$ cat config.mk
export PLATFORM = sky130hd
export DESIGN_NAME = mem_arbiter
export DESIGN_NICKNAME = d
export VERILOG_FILES = /design/src/rtl/mem_arb_pkg.sv /design/src/rtl/mem_store_align.sv /design/src/rtl/mem_arbiter.sv
export SDC_FILE = /design/constraint.sdc
export NUM_CORES = 1
export LEC_CHECK = 0
export ABC_AREA = 1
export CORE_MARGIN = 1
export CORE_UTILIZATION = 43
export DETAILED_ROUTE_END_ITERATION = 6
export GPL_TIMING_DRIVEN = 1
export PLACE_DENSITY = 0.94
export SYNTH_ARGS = -nofsm -noshare
export SYNTH_HDL_FRONTEND = slang
export SYNTH_HIERARCHICAL = 1
export SYNTH_SLANG_ARGS = --single-unit
$ cat constraint.sdc
create_clock -name clk -period 3.75 [get_ports clk]
set_input_delay 0.9375 -clock clk [delete_from_list [all_inputs] [get_ports clk]]
set_output_delay 0.9375 -clock clk [all_outputs]
set_load 0.02 [all_outputs]
$ cat src/rtl/mem_arb_pkg.sv
// Shared encodings and helpers for the single-port memory arbiter.
// Access sizes, requester tags and the misalignment rule live here.
package mem_arb_pkg;

  localparam logic [1:0] SZ_BYTE = 2'b00;
  localparam logic [1:0] SZ_HALF = 2'b01;
  localparam logic [1:0] SZ_WORD = 2'b10;

  typedef enum logic {
    SRC_IF = 1'b0,
    SRC_D  = 1'b1
  } src_e;

  // Size 2'b11 falls into the word rule.
  function automatic logic is_misaligned(input logic [1:0] size, input logic [1:0] lsb);
    logic mis;
    case (size)
      SZ_BYTE: mis = 1'b0;
      SZ_HALF: mis = lsb[0];
      default: mis = (lsb != 2'b00);
    endcase
    return mis;
  endfunction

  function automatic logic [31:0] replicate_lanes(input logic [1:0] size, input logic [31:0] wdata);
    logic [31:0] lanes;
    case (size)
      SZ_BYTE: lanes = {4{wdata[7:0]}};
      SZ_HALF: lanes = {2{wdata[15:0]}};
      default: lanes = wdata;
    endcase
    return lanes;
  endfunction

endpackage

$ cat src/rtl/mem_store_align.sv
// Combinational byte-enable, store-lane and misalignment generation
// for data-port accesses.
module mem_store_align
  import mem_arb_pkg::*;
(
  input  logic [1:0]  size,
  input  logic [1:0]  lsb,
  input  logic [31:0] wdata,
  output logic [3:0]  be,
  output logic [31:0] lane_wdata,
  output logic        misalign
);

  // Byte enables by access size and low address bits.
  always_comb begin
    be = 4'b0000;
    case (size)
      SZ_BYTE: be = 4'b0001 << lsb;
      SZ_HALF: begin
        if (lsb[1]) begin
          be = 4'b1100;
        end else begin
          be = 4'b0011;
        end
      end
      default: be = 4'b1111;
    endcase
  end

  assign lane_wdata = replicate_lanes(size, wdata);
  assign misalign   = is_misaligned(size, lsb);

endmodule

$ cat src/rtl/mem_arbiter.sv
// Merges instruction fetch and data load/store onto one single-port RAM
// with data priority, fetch anti-starvation and tagged read responses.
module mem_arbiter
  import mem_arb_pkg::*;
#(
  parameter int AW         = 12,
  parameter int MAX_STARVE = 4
) (
  input  logic          clk,
  input  logic          rst,
  input  logic          if_req,
  input  logic [AW-1:0] if_addr,
  output logic          if_gnt,
  output logic          if_rvalid,
  output logic [31:0]   if_rdata,
  input  logic          d_req,
  input  logic          d_we,
  input  logic [1:0]    d_size,
  input  logic [AW-1:0] d_addr,
  input  logic [31:0]   d_wdata,
  output logic          d_gnt,
  output logic          d_rvalid,
  output logic [31:0]   d_rdata,
  output logic          d_misalign,
  output logic          m_en,
  output logic          m_we,
  output logic [3:0]    m_be,
  output logic [AW-3:0] m_addr,
  output logic [31:0]   m_wdata,
  input  logic [31:0]   m_rdata
);

  localparam int SW = $clog2(MAX_STARVE + 1);
  localparam logic [SW-1:0] STARVE_LIMIT = SW'(MAX_STARVE);

  logic [SW-1:0] starve_cnt_r;
  logic          pend_valid_r;
  src_e          pend_src_r;
  logic          pend_mis_r;
  logic [31:0]   if_rdata_r;
  logic [31:0]   d_rdata_r;

  logic          if_gnt_s;
  logic          d_gnt_s;
  logic [3:0]    st_be_s;
  logic [31:0]   st_wdata_s;
  logic          st_mis_s;
  logic          if_rsp_s;
  logic          d_rsp_s;
  logic [31:0]   d_rsp_data_s;
  logic          unused_s;

  assign unused_s = ^if_addr[1:0];

  mem_store_align u_align (
    .size       (d_size),
    .lsb        (d_addr[1:0]),
    .wdata      (d_wdata),
    .be         (st_be_s),
    .lane_wdata (st_wdata_s),
    .misalign   (st_mis_s)
  );

  // Data wins unless fetch has been denied MAX_STARVE cycles in a row.
  always_comb begin
    if_gnt_s = 1'b0;
    d_gnt_s  = 1'b0;
    if (!rst) begin
      if_gnt_s = 1'b0;
      d_gnt_s  = 1'b0;
    end else if (d_req && !(if_req && (starve_cnt_r == STARVE_LIMIT))) begin
      d_gnt_s = 1'b1;
    end else if (if_req) begin
      if_gnt_s = 1'b1;
    end else begin
      if_gnt_s = 1'b0;
      d_gnt_s  = 1'b0;
    end
  end

  // Memory port drive; a misaligned data access is acknowledged without touching the RAM.
  always_comb begin
    m_en    = 1'b0;
    m_we    = 1'b0;
    m_be    = 4'b0000;
    m_addr  = {(AW-2){1'b0}};
    m_wdata = 32'h0000_0000;
    if (if_gnt_s) begin
      m_en   = 1'b1;
      m_be   = 4'b1111;
      m_addr = if_addr[AW-1:2];
    end else if (d_gnt_s && !st_mis_s) begin
      m_en   = 1'b1;
      m_we   = d_we;
      m_addr = d_addr[AW-1:2];
      if (d_we) begin
        m_be    = st_be_s;
        m_wdata = st_wdata_s;
      end else begin
        m_be    = 4'b1111;
        m_wdata = 32'h0000_0000;
      end
    end else begin
      m_en = 1'b0;
    end
  end

  assign if_gnt     = if_gnt_s;
  assign d_gnt      = d_gnt_s;
  assign d_misalign = d_gnt_s & st_mis_s;

  // Consecutive-denial counter for the fetch port, saturating at the limit.
  always_ff @(posedge clk or negedge rst) begin
    if (!rst) begin
      starve_cnt_r <= {SW{1'b0}};
    end else if (if_gnt_s) begin
      starve_cnt_r <= {SW{1'b0}};
    end else if (if_req && (starve_cnt_r != STARVE_LIMIT)) begin
      starve_cnt_r <= starve_cnt_r + SW'(1);
    end else begin
      starve_cnt_r <= starve_cnt_r;
    end
  end

  // One outstanding read at most: its source and whether it was a misaligned load.
  always_ff @(posedge clk or negedge rst) begin
    if (!rst) begin
      pend_valid_r <= 1'b0;
      pend_src_r   <= SRC_IF;
      pend_mis_r   <= 1'b0;
    end else begin
      pend_valid_r <= if_gnt_s | (d_gnt_s & ~d_we);
      pend_src_r   <= d_gnt_s ? SRC_D : SRC_IF;
      pend_mis_r   <= d_gnt_s & st_mis_s;
    end
  end

  assign if_rsp_s     = pend_valid_r && (pend_src_r == SRC_IF);
  assign d_rsp_s      = pend_valid_r && (pend_src_r == SRC_D);
  assign d_rsp_data_s = pend_mis_r ? 32'h0000_0000 : m_rdata;

  // Capture delivered read data so each port holds its last response.
  always_ff @(posedge clk or negedge rst) begin
    if (!rst) begin
      if_rdata_r <= 32'h0000_0000;
      d_rdata_r  <= 32'h0000_0000;
    end else begin
      if (if_rsp_s) begin
        if_rdata_r <= m_rdata;
      end
      if (d_rsp_s) begin
        d_rdata_r <= d_rsp_data_s;
      end
    end
  end

  assign if_rvalid = if_rsp_s;
  assign if_rdata  = if_rsp_s ? m_rdata : if_rdata_r;
  assign d_rvalid  = d_rsp_s;
  assign d_rdata   = d_rsp_s ? d_rsp_data_s : d_rdata_r;

endmodule

# Yosys cells after proc, flatten, opt, wreduce, memory -nomap -nowiden
# Index checks and enable logic that the tools add are counted.
# totals
reg_bits,70
input_bits,95
output_inout_bits,117
# op_classes
add_sub_neg,1
n_eq_ne,3
shifts,1
mux,27
bitwise_logic,5
reduce_logical,11
# op_table
operator,count
$mux W32,6
$pmux W32 S2,1
$mux W10,2
$mux W4,4
$mux W1,10
$pmux W4 S2,1
$logic_and A1 B1 Y1,6
$mux W3,2
$reduce_bool A2 Y1,2
$shl A1 B2 Y4 const A,1
$add A3 B1 Y3 const B,1
$eq A3 B3 Y1 const B,1
$ne A3 B3 Y1 const B,1
$and A1 B1 Y1,2
$eq A2 B1 Y1 const B,1
$logic_not A1 Y1,2
$logic_not A2 Y1,1
$not A1 Y1,2
$pmux W1 S2,1
$or A1 B1 Y1,1

# Logic depth before layout (Yosys ltp)
# Gate-level depths: netlist of the first run.
# depth
ltp_word,9
depth_mapped,9

# By module
# The synthesis of the first run kept the hierarchy.
# modules_own_cells
module,n_inst,cells_per_inst,area_per_inst_um2
mem_arbiter,1,429,3298.2
mem_store_align,1,100,616.8

# Worst setup path before layout of the first run
# Ideal clock, no wire load.
# synth_path
path_type,in2out
from,input port d_size[1]
to,output port m_addr[6]
t_arrival_ns,2.125
t_required_ns,2.812
setup_slack_ns,0.688
stages,8
cell_sequence,buf_6 -> buf_8 -> nand2_4 -> a21oi_2 -> inv_1 -> nand4_2 -> buf_2 -> o21ai_0
# synth_via
elab_chain_len,6
word_cells_on_any_way,7
cone_classes,1 x eq/ne; 3 x mux; 3 x reduce/logical
# synth_lines
item,line_no,rtl
start: declaration,mem_arbiter.sv:18,"input logic [1:0] d_size,"
$eq A2 B1 Y1 or $logic_not A2 Y1 (tied branches),mem_arb_pkg.sv:17,case (size)
$pmux W1 S2 (*),mem_arb_pkg.sv:17,
via st_mis_s,mem_arbiter.sv:47,logic st_mis_s;
$logic_not A1 Y1 (*),mem_arbiter.sv:92,end else if (d_gnt_s && !st_mis_s) begin
$logic_and A1 B1 Y1 (*),mem_arbiter.sv:92,
$mux W10 (*),mem_arbiter.sv:92,
$mux W10 (*),mem_arbiter.sv:88,if (if_gnt_s) begin
end: declaration,mem_arbiter.sv:28,"output logic [AW-3:0] m_addr,"
# The timed path passes the listed nets; every way through them passes the cells marked *.

# Worst setup path in the final report of the first run
# layout_path
from,input port d_size[0]
to,output port m_addr[0]
# The elaborated chain is that of the path after synthesis.

==> impl_metrics.py, run 1 <==
metrics = {
    "grt": {
        "global_route.overflow_total": 0,
        "grtUsageTotal_pct": 26.3,
        "grt_pass1_vias": 4171,
        "grt_pass1_wl_um": 19900,
        "grt-busiest-layer": "met2",
        "globalRouteMet3Util_pct": 6.91,
        "grt_start_max_net_pins": 69,
        "antenna_found_initial": 0,
        "grt.met2_usage_pct": 46.6,
        "groute.layer.met1.usage_pct": 28.9,
    },
    "setup_path": {
        "cp.required_ns": 2.81,
        "cp_data_arrival_time_ns": 2.70,
        "worst_r2r_path_depth": 5,
        "setup.reg_to_reg.worst_slack_ns": 2.19,
        "slowest_stage": "sky130_fd_sc_hd__clkdlybuf4s50_1",
        "timing.critical_path.slowest_cell_delay_ns": 0.52,
        "crit-reg2reg-capture": "if_rdata_r[24]$_DFF_PN0_",
        "critPathCaptureType": "primary output",
        "critical_path.cell_chain": "clkdlybuf4s50_1, nor2_8, a21oi_2, inv_1, nand4_2, buf_12, o21ai_0, dlygate4sd2_1",
        "cp-start-kind": "input pin",
        "r2r_start": "pend_valid_r$_DFF_PN0_",
        "path_class": "input pin to primary output",
        "worst-path-max-fanout": 48,
    },
    "route": {
        "initialDrtViolationCount": 174,
        "ant_nets": 0,
        "route.detailed.drc": 0,
        "via_count": 4247,
        "drt_pass1_iterations": 4,
        "totalWireLength_um": 12700,
        "drt-wirelength-per-cell_um": 15.1,
        "routed_via_density": 5.07,
    },
    "power": {
        "comb_power_share_pct": 48.0,
        "total_power_w": 0.00313,
        "power.net_switching_w": 0.00120,
        "share_clk_of_total_power_pct": 17.2,
        "power.ir.vdd_worst_uv": 233,
        "power.leakage_nw": 3.57,
        "sw_frac_of_total_pct": 38.4,
        "internal_power_consumption_w": 0.00193,
        "power.density_cell_area_nw_per_um2": 504,
        "power.share.sequential_pct": 34.7,
    },
    "run": {
        "max_cap_viol_count": 0,
    },
    "layout": {
        "fill_cells": 621,
        "antenna_cells": 0,
        "layout_cell_area_excl_fill_um2": 6210,
        "post_route_cells_drive_above_1_share_pct": 8.09,
        "design.final.nets": 821,
        "layout-area-overhead-vs-synth_pct": 58.7,
    },
    "logic_synthesis": {
        "synth_top_cells_by_count": "sky130_fd_sc_hd__nand2_1 (250), sky130_fd_sc_hd__dfrtp_1 (70), sky130_fd_sc_hd__o21ai_0 (56), sky130_fd_sc_hd__nor2_1 (40), sky130_fd_sc_hd__inv_1 (23)",
        "synth_area_leader_cell": "sky130_fd_sc_hd__dfrtp_1",
        "yosys.cell_count.top_type": "sky130_fd_sc_hd__nand2_1",
        "mappedNetlistArea_um2": 3920,
        "avgSynthCellArea_um2": 7.40,
        "yosysWarnings": 6,
        "yosys_register_bits": 70,
        "synthTopCellsByArea": "sky130_fd_sc_hd__dfrtp_1 (45%), sky130_fd_sc_hd__nand2_1 (24%), sky130_fd_sc_hd__o21ai_0 (7.2%), sky130_fd_sc_hd__nand3_2 (4.3%), sky130_fd_sc_hd__nor2_1 (3.8%)",
        "synth_top_area_share_pct": 44.7,
        "postSynthNetCount": 626,
        "synth_async_sr_flop_share_pct": 100,
        "synth_edf_count": 0,
        "yosysUniqueCellTypes": 26,
        "synth_seq_area_share_pct": 44.7,
        "synth_cells": 529,
        "synth_ff_type": "sky130_fd_sc_hd__dfrtp_1",
    },
    "timing": {
        "period_share_pct": 96.9,
        "slew_headroom_pct": 44.2,
        "finalHoldViolations": 0,
        "fin_skew_ns": 0.00874,
        "timing.hold.ws_ns": 0.401,
        "fin_ws_ns": 0.115,
        "worst_slew_pin_slew_ns": 0.838,
        "grt_setup_unrepaired": "no",
        "finalCriticalPeriod_ns": 3.64,
        "fin_setup_tns_ns": 0,
        "number_of_slew_limit_violations_in_the_final_report": 0,
        "achievable-frequency_mhz": 275,
        "final-setup-viol-count": 0,
    },
    "placement": {
        "pre_cts_ws_ns": -0.233,
        "placedInstanceArea_um2": 5980,
        "routabilityCongestion": 0.865,
        "port_buffers": 209,
        "hpwlAfterDp_um": 9590,
    },
    "worst_hold_path": {
        "worstHoldPathType": "input pin to asynchronous set/reset pin",
    },
    "clock_network": {
        "cts_inserted_buffers": 9,
        "cts.reportedPaths.clkPinSlew_ns": 0.07,
        "clkSinkCount": 70,
        "clock_tree_from_tritoncts": "yes",
        "clockBufferDepth": 2,
        "clk_tree_root_cell": "sky130_fd_sc_hd__clkbuf_8",
        "cts_hold_buffers_added": 0,
        "worst_skew_pair.late_latency_ns": 0.34,
        "ctsHtreeMaxLevel": 3,
    },
    "floorplanning": {
        "die_outline_area_um2": 9490,
        "num_io_pins": 212,
        "floorplan.rows": 34,
        "floorplan.core_area_um2": 8760,
        "dieWidth_um": 97.4,
        "floorplan.initialDensity_pct": 44.7,
        "die_height_um": 97.4,
    },
    "run_status": {
        "run_status": "completed",
    },
}
[stage by stage]
stage | util, % | cells
2_1_floorplan | - | 529
3_3_place_gp | 68.3 | 821
3_5_place_dp | 68.3 | 821
4_1_cts | 70.1 | 837
5_1_grt | 70.9 | 837
6_report | 70.9 | 837
[layout by cell type (no fill, tap or decap)]
cell / n
sky130_fd_sc_hd__nand2_2: 2
sky130_fd_sc_hd__nand3_1: 15
sky130_fd_sc_hd__nand4_1: 1
sky130_fd_sc_hd__inv_6: 2
sky130_fd_sc_hd__or2_1: 1
sky130_fd_sc_hd__a21oi_1: 1
sky130_fd_sc_hd__inv_1: 23
sky130_fd_sc_hd__o21ai_0: 56
sky130_fd_sc_hd__clkbuf_1: 1
sky130_fd_sc_hd__nand3_2: 17
sky130_fd_sc_hd__clkdlybuf4s50_1: 159
sky130_fd_sc_hd__clkinv_4: 1
sky130_fd_sc_hd__o21ai_1: 3
sky130_fd_sc_hd__nand2_4: 1
sky130_fd_sc_hd__buf_6: 2
sky130_fd_sc_hd__dfrtp_1: 70
sky130_fd_sc_hd__clkbuf_8: 10
sky130_fd_sc_hd__clkinv_2: 2
sky130_fd_sc_hd__dlygate4sd2_1: 21
sky130_fd_sc_hd__o31ai_1: 1
sky130_fd_sc_hd__buf_12: 3
sky130_fd_sc_hd__buf_4: 13
sky130_fd_sc_hd__buf_2: 1
sky130_fd_sc_hd__a21oi_2: 1
sky130_fd_sc_hd__nand2_1: 248
sky130_fd_sc_hd__clkinvlp_4: 2
sky130_fd_sc_hd__nand4_2: 1
sky130_fd_sc_hd__nor2_1: 40
sky130_fd_sc_hd__ha_1: 2
sky130_fd_sc_hd__dlymetal6s2s_1: 28
sky130_fd_sc_hd__nor2_8: 1
[sequential cells by signal, summed over array words and instances, names as in the netlist]
register and flops:
starve_cnt_r 3, pend_valid_r 1, pend_src_r 1, if_rdata_r 32
pend_mis_r 1, d_rdata_r 32
[cell families after synthesis]
logic type / count (synthesis) / share of synthesized area, %
AOI/OAI and AO/OA: 62 / 8.09
adders and majority gates: 2 / 0.639
buffers and inverters: 68 / 11.0
DFF: 70 / 44.7
and+or+nand+nor: 327 / 35.5
[worst max-delay path by stage]
stage          startpoint         end  slack [ns]  cells past startpoint
2_1_floorplan   d_size[1]   m_addr[6]        0.69                      8
3_3_place_gp    d_size[1]   m_addr[8]       -0.19                      8
3_5_place_dp    d_size[1]   m_addr[0]       -0.23                      8
4_1_cts         d_size[0]  m_wdata[2]      0.0003                      8
5_1_grt         d_size[0]   m_addr[0]        0.03                      8
6_report        d_size[0]   m_addr[0]        0.11                      8
[critical path, delay by kind of cell]
kind / cells / cell delay [ns]
simple gates: 2 / 0.27
buf+inv: 4 / 1.18
compound gates: 2 / 0.30
[power by group through the flow]
stage               sequential (W)  combinational (W)  clock [W]
detailed placement         0.00110            0.00151          0
global route               0.00111            0.00161   0.000579
finish                     0.00109            0.00150   0.000539
CTS                        0.00109            0.00151   0.000549
global placement           0.00108            0.00146          0
floorplan                  0.00107           0.000780          0
[area by class of cell]
cell class	instances	area, um2	share of cell area [%]
timing repair buffer	227	2310	37.2
sequential	70	1750	28.2
multi-input combinational	391	1740	28.0
clock buffer	11	141	2.28
tap	108	135	2.17
inverter	25	104	1.67
clock inverter	5	33.8	0.544
[metal layers]
layer	up-vias	wire length (um)	share of wire (%)
met5	-	0	0
met3	41	966	7.6
met4	0	497	3.9
li1	2026	-	-
met2	203	6430	51
met1	1977	4780	38
[repair_timing]
| item | CTS | global route |
|---|---|---|
| setup endpoints to repair | 48 | 29 |
| cloned | 0 | 0 |
| setup buffers | 0 | 0 |
| resized for setup | 23 | 29 |
No activity file was read; power rests on OpenSTA's default activity.
==> run 2, diff against run 1 <==
CORE_MARGIN = 2   (was 1)
TNS_END_PERCENT = 20   (was unset)
==> run 2 against run 1 <==
Net effect: setup slack better by 0.024 ns; via count shrank 1.7%; non-clock buffer count rose by 2; flip-flop and latch count stayed put; cell count increased by 0.12%; sequential share of layout area increased by 0.46 points; critical path depth unchanged; combinational power about the same; power down 2.1%; utilization shrank 1.1 points; critical path type unchanged; largest power group unchanged.
==> impl_metrics.py, run 2 (synthesis results as in run 1) <==
metrics = {
    "layout": {
        "post_route_cells_drive_above_1_share_pct": 8.36,
        "layout-area-overhead-vs-synth_pct": 56.2,
        "antenna_cells": 0,
        "top_regs": "d_rdata_r (32), if_rdata_r (32), starve_cnt_r (3)",
        "final_cell_count_no_fill": 838,
        "final_core_util_pct": 69.8,
        "final-seq-area_um2": 1750,
        "layout.cells.most_common_list": "sky130_fd_sc_hd__nand2_1 (248), sky130_fd_sc_hd__clkdlybuf4s50_1 (159), sky130_fd_sc_hd__dfrtp_1 (70)",
        "multi_input_area_um2": 1740,
        "fill_cells": 661,
        "design.final.nets": 823,
        "mostFrequentLayoutCell": "sky130_fd_sc_hd__nand2_1",
    },
    "placement": {
        "port_buffers": 209,
        "routabilityCongestion": 0.846,
        "placed_cells_incl_taps": 823,
        "hpwlAfterDp_um": 9250,
    },
    "floorplanning": {
        "dieWidth_um": 99.4,
        "num_io_pins": 212,
        "floorplan.rows": 34,
        "floorplan.initialDensity_pct": 44.7,
        "die_outline_area_um2": 9880,
        "floorplan.core_area_um2": 8760,
        "die_height_um": 99.4,
    },
    "run_status": {
        "run_status": "completed",
    },
    "clock_network": {
        "cts_inserted_buffers": 9,
        "post_cts.repair.setup_buffers": 0,
        "clockBufferDepth": 2,
        "cts.reportedPaths.clkPinSlew_ns": 0.07,
        "ctsHtreeMaxLevel": 3,
        "worst_skew_pair.late_latency_ns": 0.32,
        "clk_tree_root_cell": "sky130_fd_sc_hd__clkbuf_8",
        "clock_tree_from_tritoncts": "yes",
        "clkSinkCount": 70,
    },
    "worst_hold_path": {
        "worstHoldPathType": "input pin to asynchronous set/reset pin",
    },
    "setup_path": {
        "timing.critical_path.slowest_cell_delay_ns": 0.52,
        "path_class": "input pin to primary output",
        "critical_path.cell_chain": "clkdlybuf4s50_1, nor2_8, a21oi_2, inv_1, nand4_2, buf_4, nor2_1, dlygate4sd2_1",
        "slowest_stage": "sky130_fd_sc_hd__clkdlybuf4s50_1",
        "cp-start-kind": "input pin",
        "cp.required_ns": 2.81,
        "cp_data_arrival_time_ns": 2.67,
        "worst-path-max-fanout": 25,
        "critPathCaptureType": "primary output",
    },
    "grt": {
        "grt_pass1_wl_um": 18800,
        "grtUsageTotal_pct": 23.7,
        "global_route.overflow_total": 0,
        "grt_pass1_vias": 4062,
        "antenna_found_initial": 0,
        "grt_start_max_net_pins": 69,
    },
    "timing": {
        "worst_slew_pin_slew_ns": 0.819,
        "period_share_pct": 96.3,
        "final-setup-viol-count": 0,
        "finalCriticalPeriod_ns": 3.61,
        "fin_skew_ns": 0.00595,
        "slew_headroom_pct": 45.4,
        "grt_setup_unrepaired": "no",
        "number_of_slew_limit_violations_in_the_final_report": 0,
        "achievable-frequency_mhz": 277,
        "finalHoldViolations": 0,
    },
    "route": {
        "drt_pass1_iterations": 5,
        "routed_via_density": 4.98,
        "via_count": 4176,
        "drt-wirelength-per-cell_um": 14.3,
        "route.detailed.drc": 0,
        "ant_nets": 0,
        "totalWireLength_um": 12000,
        "initialDrtViolationCount": 160,
    },
    "power": {
        "power.ir.vdd_worst_uv": 219,
        "power.leakage_nw": 3.19,
        "power.density_cell_area_nw_per_um2": 502,
    },
    "run": {
        "max_cap_viol_count": 0,
    },
}
-- run 2: path summary, 6_finish.rpt --
path,startpoint,endpoint,slack [ns],depth (start not counted)
worst max-delay path,d_size[0],m_wdata[25],0.14,8
worst min-delay path,rst,starve_cnt_r[1]$_DFFE_PN0P_,0.42,1
worst max register to register,pend_valid_r$_DFF_PN0_,if_rdata_r[30]$_DFF_PN0_,2.11,5
worst min register to register,if_rdata_r[27]$_DFF_PN0_,if_rdata_r[27]$_DFF_PN0_,0.48,2
max in group asynchronous,rst,d_rdata_r[8]$_DFF_PN0_,2.29,2
min in group clk,if_rdata_r[27]$_DFF_PN0_,if_rdata_r[27]$_DFF_PN0_,0.48,2
-- run 2: repair_timing --
| action | CTS | global route |
|---|---|---|
| hold buffers | 0 | 0 |
| gates resized for setup | 50 | 3 |
| endpoints found under the setup margin | 48 | 2 |
-- run 2: per-stage QoR --
step,cell area (um2),setup TNS [ns],worst slack [ns],hold slack [ns],total power (W)
final,6110,0,0.138,0.425,0.00307
after floorplan,3920,0,0.688,0.501,0.00185
after CTS,6110,0,0.0879,0.416,0.00309
after global placement,6000,-6.11,-0.192,0.459,0.00255
after global routing,6110,0,0.00950,0.412,0.00326
after detailed placement,6000,-7.35,-0.234,0.460,0.00260
-- run 2: layout make-up --
cell class	instances	share of cell area, %
Tap cell	108	2.21
Timing Repair Buffer	229	36.3
Clock inverter	6	0.655
Multi-Input combinational cell	391	28.4
Inverter	25	1.70
Clock buffer	9	2.03
Sequential cell	70	28.7
-- run 2: routing by layer --
metal	part of all wire [%]	GRT usage (%)
met5	0	0
met4	4.1	12.0
met3	8.7	5.90
met2	48	40.9
met1	40	27.4
-- run 2: where the power goes --
part           total, W  internal, W  switching, W  leakage [nW]
Sequential      0.00108      0.00100     0.0000768         0.864
Clock          0.000497     0.000234      0.000262        0.0848
Combinational   0.00149     0.000668      0.000825          2.25
-- run 2: worst max-delay path, delay by kind of cell --
kind	cells	cell delay [ns]
buffers and inverters	4	1.24
AO/OA/AOI/OAI	1	0.04
AND/OR/NAND/NOR	3	0.46
==> run 3, diff against run 2 <==
CAP_MARGIN = 20   (was unset)
CORE_MARGIN = unset   (was 2)
GPL_TIMING_DRIVEN = unset   (was 1)
==> results of run 3 <==
The final DEF is identical to that of run 1; final timing and power are the same.
